`config.mk`:
```
export PLATFORM = sky130hd
export DESIGN_NAME = multi_channel_debouncer
export DESIGN_NICKNAME = d
export VERILOG_FILES = /design/src/rtl/multi_channel_debouncer_pkg.sv /design/src/rtl/multi_channel_debouncer_debounce_cell.sv /design/src/rtl/multi_channel_debouncer.sv
export SDC_FILE = /design/constraint.sdc
export NUM_CORES = 1
export LEC_CHECK = 0
export BUFFER_PORTS_ARGS = -buffer_cell sky130_fd_sc_hd__buf_2
export CAP_MARGIN = 20
export CORE_MARGIN = 1
export CORE_UTILIZATION = 35
export DETAILED_ROUTE_END_ITERATION = 10
export PLACE_DENSITY_LB_ADDON = 0.1
export SYNTH_ARGS = -nofsm -noshare
export SYNTH_HDL_FRONTEND = slang
export SYNTH_HIERARCHICAL = 1
export SYNTH_SLANG_ARGS = --single-unit
```
`constraint.sdc`:
```
create_clock -name clk -period 1.3 [get_ports clk]
set_clock_uncertainty 0.2 [all_clocks]
set_input_delay 0.195 -clock clk [delete_from_list [all_inputs] [get_ports clk]]
set_output_delay 0.195 -clock clk [all_outputs]
set_load 0.01 [all_outputs]
```
`src/rtl/multi_channel_debouncer_pkg.sv`:
```
// Shared constants and helpers for the multi-channel debouncer.
// Provides the counter width derivation and the default reset level.
package multi_channel_debouncer_pkg;

  localparam logic DEFAULT_RESET_LEVEL = 1'b0;

  // Ceiling log2; returns 0 for value <= 1.
  function automatic int unsigned clog2(input int unsigned value);
    int unsigned r;
    r = 0;
    while ((64'd1 << r) < 64'(value)) r++;
    return r;
  endfunction

  // Counter width that holds STABLE_CYCLES-1 without wrapping.
  function automatic int unsigned cnt_width(input int unsigned stable_cycles);
    return clog2(stable_cycles);
  endfunction

endpackage

```
`src/rtl/multi_channel_debouncer_debounce_cell.sv`:
```
// One debounce channel: synchroniser, stability counter, level register,
// one-cycle rise/fall pulses and a settling flag.
module debounce_cell
  import multi_channel_debouncer_pkg::*;
#(
  parameter int unsigned SYNC_STAGES   = 2,
  parameter int unsigned STABLE_CYCLES = 16,
  parameter logic        RESET_LEVEL   = DEFAULT_RESET_LEVEL
) (
  input  logic clk,
  input  logic reset,
  input  logic async_in,
  output logic level_out,
  output logic rise_pulse,
  output logic fall_pulse,
  output logic settling
);

  localparam int unsigned      CNT_W   = cnt_width(STABLE_CYCLES);
  localparam logic [CNT_W-1:0] CNT_MAX = CNT_W'(STABLE_CYCLES - 1);

  logic [SYNC_STAGES-1:0] r_sync;
  logic [CNT_W-1:0]       r_cnt;
  logic                   r_level;
  logic                   r_rise;
  logic                   r_fall;
  logic                   r_settling;
  logic                   w_s;
  logic                   w_diff;

  assign w_s    = r_sync[SYNC_STAGES-1];
  assign w_diff = (w_s != r_level);

  always_ff @(posedge clk or posedge reset) begin
    if (reset) r_sync <= {SYNC_STAGES{RESET_LEVEL}};
    else       r_sync <= {r_sync[SYNC_STAGES-2:0], async_in};
  end

  // Accept a new level only after it has differed for STABLE_CYCLES edges.
  always_ff @(posedge clk or posedge reset) begin
    if (reset) begin
      r_cnt      <= '0;
      r_level    <= RESET_LEVEL;
      r_rise     <= 1'b0;
      r_fall     <= 1'b0;
      r_settling <= 1'b0;
    end else begin
      r_rise <= 1'b0;
      r_fall <= 1'b0;
      if (!w_diff) begin
        r_cnt      <= '0;
        r_settling <= 1'b0;
      end else if (r_cnt == CNT_MAX) begin
        r_cnt      <= '0;
        r_settling <= 1'b0;
        r_level    <= w_s;
        r_rise     <= w_s;
        r_fall     <= ~w_s;
      end else begin
        r_cnt      <= r_cnt + CNT_W'(1);
        r_settling <= 1'b1;
      end
    end
  end

  assign level_out  = r_level;
  assign rise_pulse = r_rise;
  assign fall_pulse = r_fall;
  assign settling   = r_settling;

endmodule

```
`src/rtl/multi_channel_debouncer.sv`:
```
// N-channel debouncer: independent debounce_cell per input bit.
module multi_channel_debouncer
  import multi_channel_debouncer_pkg::*;
#(
  parameter int unsigned CHANNELS      = 4,
  parameter int unsigned SYNC_STAGES   = 2,
  parameter int unsigned STABLE_CYCLES = 16,
  parameter logic        RESET_LEVEL   = DEFAULT_RESET_LEVEL
) (
  input  logic                clk,
  input  logic                reset,
  input  logic [CHANNELS-1:0] async_in,
  output logic [CHANNELS-1:0] level_out,
  output logic [CHANNELS-1:0] rise_pulse,
  output logic [CHANNELS-1:0] fall_pulse,
  output logic [CHANNELS-1:0] settling
);

  for (genvar g = 0; g < CHANNELS; g++) begin : g_ch
    debounce_cell #(
      .SYNC_STAGES  (SYNC_STAGES),
      .STABLE_CYCLES(STABLE_CYCLES),
      .RESET_LEVEL  (RESET_LEVEL)
    ) u_cell (
      .clk       (clk),
      .reset     (reset),
      .async_in  (async_in[g]),
      .level_out (level_out[g]),
      .rise_pulse(rise_pulse[g]),
      .fall_pulse(fall_pulse[g]),
      .settling  (settling[g])
    );
  end

endmodule

```
* Word-level counts from Yosys, hierarchy flattened
Index checks and enable logic that the tools add are counted.
W data, S select, Z words.
** Operators by class
- Add/subtract/negate cells :: 4
- Equal/unequal tests :: 8
- Muxes and demuxes :: 32
- Bitwise logic cells :: 4
- Reductions and logical operators :: 4
** Operator list (number)
- $mux W4 :: 8
- $mux W1 :: 24
- $add A4 B1 Y4 const B :: 4
- $eq A4 B4 Y1 const B :: 4
- $reduce_and A2 Y1 :: 4
- $ne A1 B1 Y1 :: 4
- $not A1 Y1 :: 4
** Storage, ports and cells
- Register bits :: 40
- Bits of input ports :: 6
- Output and inout bits :: 16
- Logic and storage cells :: 76

* Depth between registers and ports, before layout
Gate-level depths: netlist (run 1).
- Depth in word-level cells :: 3
- Depth in mapped cells :: 4

* Hierarchy
The synthesis (run 1) kept the hierarchy.
** Modules (own cells, without submodules)
- debounce_cell :: instances 4, cells an instance 26, area an instance 364.1 µm²

* Least setup slack after synthesis (run 1)
OpenSTA, ideal clock, no wires.
- Path kind :: reg2reg
- Start :: reg g_ch[0].u_cell.r_cnt[0]
- End :: reg g_ch[0].u_cell.r_level
- Setup time :: 0.128 ns
- Data arrival time :: 0.992 ns
- Required time :: 0.972 ns
- Slack :: -0.019 ns
- Stages on the path, launching flop included :: 4
- Period minus slack after synthesis :: 1.319 ns
- Cell sequence :: dfrtp_1 -> ha_1 -> nand3_2 -> mux2_1
** Between the ends
- Word-level cells in the longest chain between the ends :: 2
** Ends and longest elaborated chain
- start, declared :: RTL line multi_channel_debouncer_debounce_cell.sv:23 : logic [CNT_W-1:0] r_cnt;
- start signal, assigned :: RTL line multi_channel_debouncer_debounce_cell.sv:60 : r_cnt <= r_cnt + CNT_W'(1);
- $eq A4 B4 Y1 :: RTL line multi_channel_debouncer_debounce_cell.sv:53 : end else if (r_cnt == CNT_MAX) begin
- $reduce_and A2 Y1 (no source line)
- end signal, assigned :: RTL line multi_channel_debouncer_debounce_cell.sv:56 : r_level <= w_s;
- end, declared :: RTL line multi_channel_debouncer_debounce_cell.sv:24 : logic r_level;
No other way between the ends.
A chain may end at the register's enable or synchronous reset.

* Worst setup path in the final report (run 1)
- Start :: reg g_ch[3].u_cell.r_cnt[1]
- End :: reg g_ch[3].u_cell.r_level
** Between the ends
- Word-level cells in the longest chain between the ends :: 2
** Ends and longest elaborated chain (RTL line)
- start, declared :: multi_channel_debouncer_debounce_cell.sv:23
- start signal, assigned :: multi_channel_debouncer_debounce_cell.sv:60
- $eq A4 B4 Y1 :: multi_channel_debouncer_debounce_cell.sv:53
- $reduce_and A2 Y1 (no source line)
- end signal, assigned :: multi_channel_debouncer_debounce_cell.sv:56
- end, declared :: multi_channel_debouncer_debounce_cell.sv:24
No other way between the ends.

==> results of run 1 <==
-- per-layer routing --
layer / up-vias / GRT usage
li1: 415 / -
met1: 408 / 0.151
met4: 0 / 0.0878
met2: 18 / 0.176
met5: - / 0
met3: 4 / 0.0411
-- sequential cells by signal (all words and copies together), names as in the netlist --
signal	count
g_ch.u_cell/r_cnt	16
g_ch.u_cell/r_sync	8
g_ch.u_cell/fall_pulse	4
g_ch.u_cell/level_out	4
g_ch.u_cell/rise_pulse	4
g_ch.u_cell/settling	4
-- path summary, 6_finish.rpt --
path,end,slack (ns)
min in group asynchronous,g_ch[1].u_cell/level_out$_DFFE_PP0P_,0.25
worst min register to register,g_ch[1].u_cell/r_sync[1]$_DFF_PP0_,0.15
worst max register to register,g_ch[3].u_cell/level_out$_DFFE_PP0P_,0.01
max in group asynchronous,g_ch[2].u_cell/level_out$_DFFE_PP0P_,0.36
worst min-delay path,g_ch[1].u_cell/r_sync[1]$_DFF_PP0_,0.15
worst max-delay path,g_ch[3].u_cell/level_out$_DFFE_PP0P_,0.01
-- timing repair --
action | 4_1_cts | 5_1_grt
endpoints found under the hold margin | 44 | 0
buffers inserted | 0 | 3
hold buffers | 5 | 0
gates resized for setup | 0 | 14
setup endpoints to repair | 0 | 23
-- metrics by stage --
stage / std cells / TNS (ns)
floorplan: 104 / 0
global placement: 183 / 0
detailed placement: 183 / 0
CTS: 196 / 0
global route: 199 / -0.307
finish: 199 / 0
-- report_power, final --
group	switching (mW)	internal [mW]	total, mW	leakage, nW
clock network	0.404	0.423	0.827	0.0510
registers	0.0347	1.29	1.33	0.519
logic	0.0716	0.0807	0.152	0.432
total	0.511	1.80	2.31	1.00
-- area by class of cell --
cell class / count / share of cell area
sequential: 40 / 0.521
multi-input combinational: 56 / 0.253
timing repair buffer: 37 / 0.129
clock buffer: 6 / 0.0430
tap: 50 / 0.0326
inverter: 8 / 0.0156
clock inverter: 2 / 0.00521
-- cells by family (layout without fill, tap and decap cells) --
| family | Yosys count | count (layout) | share of synthesized area |
|---|---|---|---|
| flip-flops | 40 | 40 | 0.687 |
| XOR/XNOR | 12 | 12 | 0.0722 |
| multiplexers | 4 | 4 | 0.0309 |
| buffers and inverters | 8 | 53 | 0.0206 |
| AND/OR/NAND/NOR | 36 | 36 | 0.155 |
| adder cells (fa/ha/maj) | 4 | 4 | 0.0344 |
-- synth_stat cells --
| cell | count |
|---|---|
| nand2_1 | 4 |
| ha_1 | 4 |
| and2_2 | 8 |
| xor2_1 | 12 |
| nor3b_1 | 8 |
| nand3_2 | 4 |
| nand3_1 | 4 |
| nor2_1 | 8 |
| mux2_1 | 4 |
| inv_1 | 8 |
| dfrtp_1 | 40 |
==> flow_metrics.tcl, run 1 <==
set metrics [dict create \
    power_leakage_nw 1.00 \
    rows 23 \
    yosys-top-cells-area "dfrtp_1, xor2_1, and2_2" \
    synth_cells 104 \
    overflow 0 \
    power.density_nw_per_um2 1200 \
    ioPinCount 22 \
    grt_max_degree 13 \
    yosysTopAreaCell "dfrtp_1" \
    tightestPinTransition_ns 0.382 \
    fin_util 0.480 \
    final_common_cell "dfrtp_1" \
    ys_seq_elements 40 \
    crit_required_ns 1.28 \
    grt_setup_unrepaired "yes" \
    route.met2.wl_um 1110 \
    period_needed_ns 1.29 \
    clock_path_buffers 2 \
    yosysWarnings 6 \
    drive_gt1_frac 0.450 \
    via_count 845 \
    yosysSeqAreaShare 0.687 \
    holdPathStages 0 \
    register_area_sq_um 1000 \
    core_area_sq_um 4000 \
    crit_chain "ha_2, nand3_2, mux2_4" \
    hold_path.class "reg -> reg" \
    avgSynthCellArea_sq_um 14.0 \
    worst_path_max_delay_cell "dfrtp_1" \
    slew_headroom 0.745 \
    drc 0 \
    min-delay-start "g_ch[1].u_cell/r_sync[0]$_DFF_PP0_" \
    final_area_sq_um 1920 \
    outcome "finished, final reports clean" \
    clk_latency_ns 0.29 \
    dp_hpwl_um 1460 \
    fill_cells 367 \
    path_clk_slew_ns 0.08 \
    r2r_start "g_ch[3].u_cell/r_cnt[1]$_DFF_PP0_" \
    detail-route-antenna-nets 0 \
    slew_violations 0 \
    syn_area_sq_um 1460 \
    wl_per_cell_um 11.2 \
    totalPowerFinal_mw 2.31 \
    drt-total-wl_um 2230 \
    clock-sinks 40 \
    initial_utilization 0.364 \
    grt_pass1_wl_um 3790 \
    cp_num_buf_inv 0 \
    place_area_sq_um 1690 \
    met1_length_um 999 \
    fmax_ghz 0.778 \
    critPathLaunchType "register" \
    met3_length_um 90 \
    htreeDepth 2 \
    die-area_sq_um 4420 \
    multi_input_area_sq_um 487 \
    grt.total_usage 0.122 \
    place_congestion 0.686 \
    synth_cell_types 11 \
    crit_type "reg -> reg" \
    nNetsFinal 158 \
    startpoint "g_ch[3].u_cell/r_cnt[1]$_DFF_PP0_" \
    dp_slack_ns 0.0188 \
    dieHeight_um 66.5 \
    peakVddDrop_mv 0.576 \
    grt_pass1_vias 864 \
    cts_buffers 5 \
    antenna_found_initial 0 \
    setup_ws_ns 0.0144 \
    cts_tree "yes" \
    num_antenna_cells 0 \
    max_cap_violations 0 \
    die_w_um 66.5 \
    layout-area-overhead-vs-synth_pct 32.0 \
    cp_top_family "flip-flops" \
    min_period_over_period 0.989 \
    drt_pass1_iterations 2 \
    synth.top_cell.area_share 0.687 \
    final_cell_mix "dfrtp_1, buf_2, xor2_1, buf_4" \
    r2r_cells 3 \
    vias_per_cell 4.25 \
    crit_fanout 2 \
    hold_viol 0 \
    top_layer_used "met4" \
    cp.arrival_ns 1.26 \
    synth_nets 114 \
    drt_iter0_drc 21 \
    io_buffers 21 \
    cts_root_buffer "clkbuf_8" \
    hold_ws_ns 0.151 \
    end_kind "register" \
    max_stage_delay_ns 0.39 \
    finalSetupViolCount 0 \
    worstSetupPathDepth 3 \
]
Note: power is estimated with default switching activity, not from simulation.
==> inputs of run 2 (changes only) <==
ABC_AREA = 1   (was unset)
==> run 2 against run 1 <==
Net effect: area after synthesis rose by 3.1%; largest power group unchanged; routed wire length rose by 1.1%; sequential share of layout area rose by 3.0 points; sequential power barely moved; critical path type is now reg -> out; non-clock buffer count fell by 8; largest cell class unchanged; worst hold slack barely moved; die area rose by 3.0%; combinational power fell by 3%; global-route usage barely moved; cell area fell by 5.5%; sequential cell count did not move; cell count rose by 15%; highest routed layer unchanged.
==> flow_metrics.tcl, run 2 <==
set metrics [dict create \
    drc 0 \
    yosysTopAreaCell "dfrtp_1" \
    synthSimpleGateAreaFrac 0.193 \
    hold_path.class "reg -> reg" \
    slew_violations 0 \
    vias_per_cell 4.36 \
    largest_register_ffs 16 \
    grt_setup_unrepaired "no" \
    dieHeight_um 67.5 \
    antenna_found_initial 0 \
    min_period_over_period 0.949 \
    power_leakage_nw 0.968 \
    synth_commonest_cells "dfrtp_1, inv_1, nand2_1, nor2_1" \
    ys_seq_elements 40 \
    synth.top_cell.area_share 0.667 \
    outcome "finished, final reports clean" \
    synthAdderAreaFrac 0.0333 \
    cts_root_buffer "clkbuf_8" \
    synth_edf_count 0 \
    final_common_cell "dfrtp_1" \
    yosysWarnings 6 \
    synth_compound_area_frac 0.0133 \
    dp_slack_ns 0.0844 \
    yosysSeqAreaShare 0.667 \
    yosysMostFrequentCell "dfrtp_1" \
    crit_type "reg -> out" \
    tns_ns 0 \
    wl_per_cell_um 9.89 \
    crit_fanout 4 \
    place_congestion 0.777 \
    synth_ff_type "dfrtp_1" \
    end_kind "output port" \
    grt_pass1_vias 969 \
    drt_pass1_iterations 4 \
    path_clk_slew_ns 0.07 \
    setup_ws_ns 0.0663 \
    max_stage_delay_ns 0.41 \
    critPathLaunchType "register" \
    via_count 994 \
    place_area_sq_um 1670 \
    overflow 0 \
    drive_gt1_frac 0.219 \
    hold_ws_ns 0.151 \
    grt_pass1_wl_um 3970 \
    num_antenna_cells 0 \
    yosys-top-cells-area "dfrtp_1, inv_1, nand2_1" \
    cp_top_family "flip-flops" \
    htreeDepth 2 \
    synth_cells 144 \
    clk_latency_ns 0.27 \
    synth_nets 154 \
    final_area_sq_um 1820 \
    muxShareOfSynthArea 0 \
    worst_path_max_delay_cell "dfrtp_1" \
    fmax_ghz 0.811 \
    fin_util 0.447 \
    detail-route-antenna-nets 0 \
    synth_xor_area_frac 0.0233 \
    core_area_sq_um 4060 \
    rows 23 \
    reg_top3 "g_ch.u_cell/r_cnt (16), g_ch.u_cell/r_sync (8)" \
    final_cell_mix "dfrtp_1, inv_1, nand2_1, nor2_1, buf_2" \
    synth_cell_types 11 \
    die_w_um 67.5 \
    peakVddDrop_mv 0.539 \
    crit_required_ns 0.90 \
    grt_max_degree 11 \
    slew_headroom 0.748 \
    crit_chain "buf_2" \
    drt_iter0_drc 42 \
    cts_buffers 5 \
    period_needed_ns 1.23 \
    clock_path_buffers 2 \
    clock-sinks 40 \
    io_buffers 21 \
    largest-register "g_ch.u_cell/r_cnt" \
    fill_cells 389 \
    ioPinCount 22 \
    finalSetupViolCount 0 \
    nNetsFinal 190 \
    syn_area_sq_um 1500 \
    cp.arrival_ns 0.84 \
    initial_utilization 0.370 \
    power.density_nw_per_um2 1200 \
    cp_num_buf_inv 1 \
    synthArstFlopShare 1.00 \
    layout-area-overhead-vs-synth_pct 20.9 \
    avgSynthCellArea_sq_um 10.4 \
    die-area_sq_um 4560 \
    dp_hpwl_um 1660 \
    hold_viol 0 \
    synth_top_family_by_area "simple AND/OR/NAND/NOR gates" \
    drt-total-wl_um 2260 \
    tightestPinTransition_ns 0.377 \
    grt.total_usage 0.122 \
    cts_tree "yes" \
    max_cap_violations 0 \
]
==> run 2: changes by cell type in the layout (fill, tap and decap cells not counted), sizes merged <==
cell / before / now
nor3b: 8 / 0
nand2: 4 / 28
o21ai: 0 / 4
clkbuf: 6 / 5
nand4: 0 / 4
mux2: 4 / 0
nor2: 8 / 24
clkinv: 2 / 0
buf: 32 / 24
and2: 8 / 0
xnor2: 0 / 4
xor2: 12 / 0
inv: 8 / 28
==> run 2: metrics by stage <==
stage | total power [mW] | cells
after global routing | 2.30 | 228
after CTS | 2.22 | 225
after floorplan | 1.44 | 144
after detailed placement | 1.48 | 215
final | 2.18 | 228
after global placement | 1.48 | 215
==> run 2: worst paths after layout <==
path | endpoint | slack, ns | depth (start not counted) | start
max in group asynchronous | g_ch[1].u_cell/level_out$_DFFE_PP0P_ | 0.37 | 3 | reset
hold / removal | g_ch[3].u_cell/r_sync[1]$_DFF_PP0_ | 0.15 | 0 | g_ch[3].u_cell/r_sync[0]$_DFF_PP0_
setup / recovery | level_out[0] | 0.07 | 1 | g_ch[0].u_cell/level_out$_DFFE_PP0P_
hold reg to reg | g_ch[3].u_cell/r_sync[1]$_DFF_PP0_ | 0.15 | 0 | g_ch[3].u_cell/r_sync[0]$_DFF_PP0_
setup reg to reg | g_ch[2].u_cell/r_cnt[3]$_DFF_PP0_ | 0.08 | 4 | g_ch[2].u_cell/r_cnt[0]$_DFF_PP0_
min in group asynchronous | g_ch[2].u_cell/settling$_DFF_PP0_ | 0.26 | 3 | reset
==> run 2: metal layers <==
metal	track usage	vias up	share of wire
li1	-	501	-
met1	0.127	472	0.42
met2	0.208	17	0.52
met3	0.0439	4	0.046
met4	0.0771	0	0.014
met5	0	-	0
==> run 2: power breakdown <==
| part | internal, mW | total (mW) | switching, mW | leakage, nW |
|---|---|---|---|---|
| Combinational | 0.0648 | 0.148 | 0.0828 | 0.412 |
| Sequential | 1.29 | 1.33 | 0.0368 | 0.521 |
| Clock | 0.345 | 0.707 | 0.361 | 0.0359 |
==> run 2: area by class of cell <==
| class | count | area, sq um | share of cell area |
|---|---|---|---|
| Sequential cell | 40 | 1000 | 0.551 |
| Multi-Input combinational cell | 76 | 400 | 0.221 |
| Timing Repair Buffer | 29 | 178 | 0.0979 |
| Inverter | 28 | 105 | 0.0579 |
| Clock buffer | 5 | 68.8 | 0.0379 |
| Tap cell | 50 | 62.6 | 0.0345 |
==> run 2: logic make-up after synthesis <==
kind of cell             after synthesis
buffers and inverters                 28
adder cells (fa/ha/maj)                4
XOR/XNOR                               4
AO/OA/AOI/OAI                          4
flip-flops                            40
AND/OR/NAND/NOR                       64
==> run 2: repair_timing <==
item                                    in CTS  in global routing
buffers inserted                             0                  3
hold endpoints to repair                    44                  0
hold buffers                                 5                  0
gates resized for setup                      0                  2
endpoints found under the setup margin       0                  6
==> inputs of run 3 (changes only) <==
SYNTH_HIERARCHICAL = unset   (was 1)
==> run 3 against run 2 <==
Net effect: global-route usage down 1.3 points; critical path depth unchanged; total power up 1.8%; clock power up 3.1%; setup slack worse by 0.033 ns; cell area up 4.5%; die area up 8.7%; register-to-register slack about the same; fmax down 2.6%; critical path type unchanged.
==> flow_metrics.tcl, run 3 <==
set metrics [dict create \
    ys_seq_elements 40 \
    max_cap_violations 0 \
    dieHeight_um 70.4 \
    power.density_nw_per_um2 1170 \
    die-area_sq_um 4950 \
    crit_required_ns 0.90 \
    grt_use_met2 0.171 \
    r2r_cells 4 \
    place_congestion 0.715 \
    cts_buffers 5 \
    htreeDepth 2 \
    drt_iter0_drc 36 \
    avgSynthCellArea_sq_um 9.91 \
    worst_path_max_delay_cell "dfrtp_1" \
    tns_ns 0 \
    syn_area_sq_um 1640 \
    cp.arrival_ns 0.87 \
    hold_path.class "reg -> reg" \
    overflow 0 \
    largest-register "g_ch.u_cell.r_cnt" \
    cts_tree "yes" \
    yosysSeqAreaShare 0.612 \
    synth_cells 165 \
    crit_fanout 4 \
    crit_chain "buf_2" \
    ioPinCount 22 \
    finalSetupViolCount 0 \
    path_clk_slew_ns 0.07 \
    synthArstFlopShare 1.00 \
    layout-area-overhead-vs-synth_pct 16.1 \
    clock_path_buffers 2 \
    slew_headroom 0.860 \
    synth_cell_types 16 \
    io_buffers 21 \
    yosysTopAreaCell "dfrtp_1" \
    initial_utilization 0.370 \
    crit_type "reg -> out" \
    period_needed_ns 1.27 \
    worstSetupPathDepth 1 \
    final_area_sq_um 1900 \
    nNetsFinal 197 \
    peakVddDrop_mv 0.559 \
    final_common_cell "dfrtp_1" \
    clock-sinks 40 \
    detail-route-antenna-nets 0 \
    final_cell_mix "dfrtp_1, nand2_1, inv_1, buf_2, nor2_1" \
    synth.top_cell.area_share 0.612 \
    yosysWarnings 0 \
    fill_cells 440 \
    totalPowerFinal_mw 2.22 \
    cp_top_family "flip-flops" \
    met1_usage 0.120 \
    synth_commonest_cells "dfrtp_1, nand2_1, inv_1" \
    largest_register_ffs 16 \
    slew_violations 0 \
    core_area_sq_um 4410 \
    synth_nets 175 \
    power_leakage_nw 1.01 \
    synth_edf_count 0 \
    end_kind "output port" \
    drt-total-wl_um 2350 \
    dp_hpwl_um 1580 \
    reg_top3 "g_ch.u_cell.r_cnt (16), g_ch.u_cell.r_sync (8)" \
    top_usage_layer "met2" \
    grt.total_usage 0.109 \
    yosysMostFrequentCell "dfrtp_1" \
    hold_viol 0 \
    drc 0 \
    holdPathStages 0 \
    met3_usage 0.0404 \
    clk_latency_ns 0.29 \
    fmax_ghz 0.789 \
    tightestPinTransition_ns 0.210 \
    via_count 1023 \
    synth_ff_type "dfrtp_1" \
    die_w_um 70.4 \
    wl_per_cell_um 9.91 \
    yosys-top-cells-area "dfrtp_1, buf_4, nand2_1" \
    vias_per_cell 4.32 \
    antenna_found_initial 0 \
    dp_cells 223 \
    critPathLaunchType "register" \
    grt_pass1_vias 972 \
    rows 24 \
    min_period_over_period 0.975 \
    place_area_sq_um 1710 \
    max_stage_delay_ns 0.42 \
    grt_pass1_wl_um 4090 \
    cp_num_buf_inv 1 \
    final_cells 237 \
    grt_max_degree 41 \
    num_antenna_cells 0 \
    drive_gt1_frac 0.259 \
    drt_pass1_iterations 3 \
    outcome "finished, final reports clean" \
    cts_root_buffer "clkbuf_8" \
]
run 3: worst paths after layout:
check                      slack [ns]                            startpoint                                  to
max                              0.03  g_ch[3].u_cell.level_out$_DFFE_PP0P_                        level_out[3]
min                              0.15    g_ch[3].u_cell.r_sync[0]$_DFF_PP0_  g_ch[3].u_cell.r_sync[1]$_DFF_PP0_
max reg2reg                      0.09     g_ch[1].u_cell.r_cnt[0]$_DFF_PP0_   g_ch[1].u_cell.r_cnt[3]$_DFF_PP0_
min reg2reg                      0.15    g_ch[3].u_cell.r_sync[0]$_DFF_PP0_  g_ch[3].u_cell.r_sync[1]$_DFF_PP0_
max in group asynchronous        0.41                                 reset  g_ch[0].u_cell.r_sync[1]$_DFF_PP0_
min in group asynchronous        0.30                                 reset   g_ch[1].u_cell.settling$_DFF_PP0_
run 3: power by group:
part | switching [mW] | internal, mW | leakage, nW
Clock | 0.383 | 0.346 | 0.0359
Combinational | 0.0847 | 0.0768 | 0.458
Sequential | 0.0410 | 1.29 | 0.521
run 3: cells by family after synthesis:
logic type,Yosys count,synth area share
buffers and inverters,45,0.140
adder cells (fa/ha/maj),4,0.0306
flip-flops,40,0.612
AND/OR/NAND/NOR,72,0.200
XOR/XNOR,2,0.0107
AO/OA/AOI/OAI,2,0.00612
run 3: per-layer routing:
metal,share of wire,vias to the layer above
met5,0,-
met4,0.028,0
met3,0.045,8
met2,0.49,18
met1,0.43,475
li1,-,522
run 3: cell type report:
cell class / count / area (sq um) / share of cell area
Clock buffer: 5 / 68.8 / 0.0363
Inverter: 29 / 113 / 0.0593
Multi-Input combinational cell: 80 / 445 / 0.235
Sequential cell: 40 / 1000 / 0.527
Tap cell: 52 / 65.1 / 0.0343
Timing Repair Buffer: 31 / 205 / 0.108
run 3: through the flow:
stage | utilization | setup slack, ns | hold slack [ns]
final | 0.430 | 0.0329 | 0.148
after global routing | 0.430 | -0.00390 | 0.152
after CTS | 0.414 | 0.00241 | 0.151
after detailed placement | 0.387 | 0.0220 | 0.0596
after global placement | 0.387 | 0.0473 | 0.0581
after floorplan | - | 0.122 | -0.0262
run 3: what timing repair did:
item / in CTS / in global routing
gates resized for setup: 0 / 8
hold buffers: 5 / 0
endpoints found under the hold margin: 44 / 0
setup buffers: 0 / 4
endpoints found under the setup margin: 0 / 16
run 3: worst register-to-register path: stages, from the launching register on:
cell,delay (ns)
dfrtp_1,0.39
ha_2,0.21
nand3_2,0.11
nand2_1,0.14
nor2_1,0.06
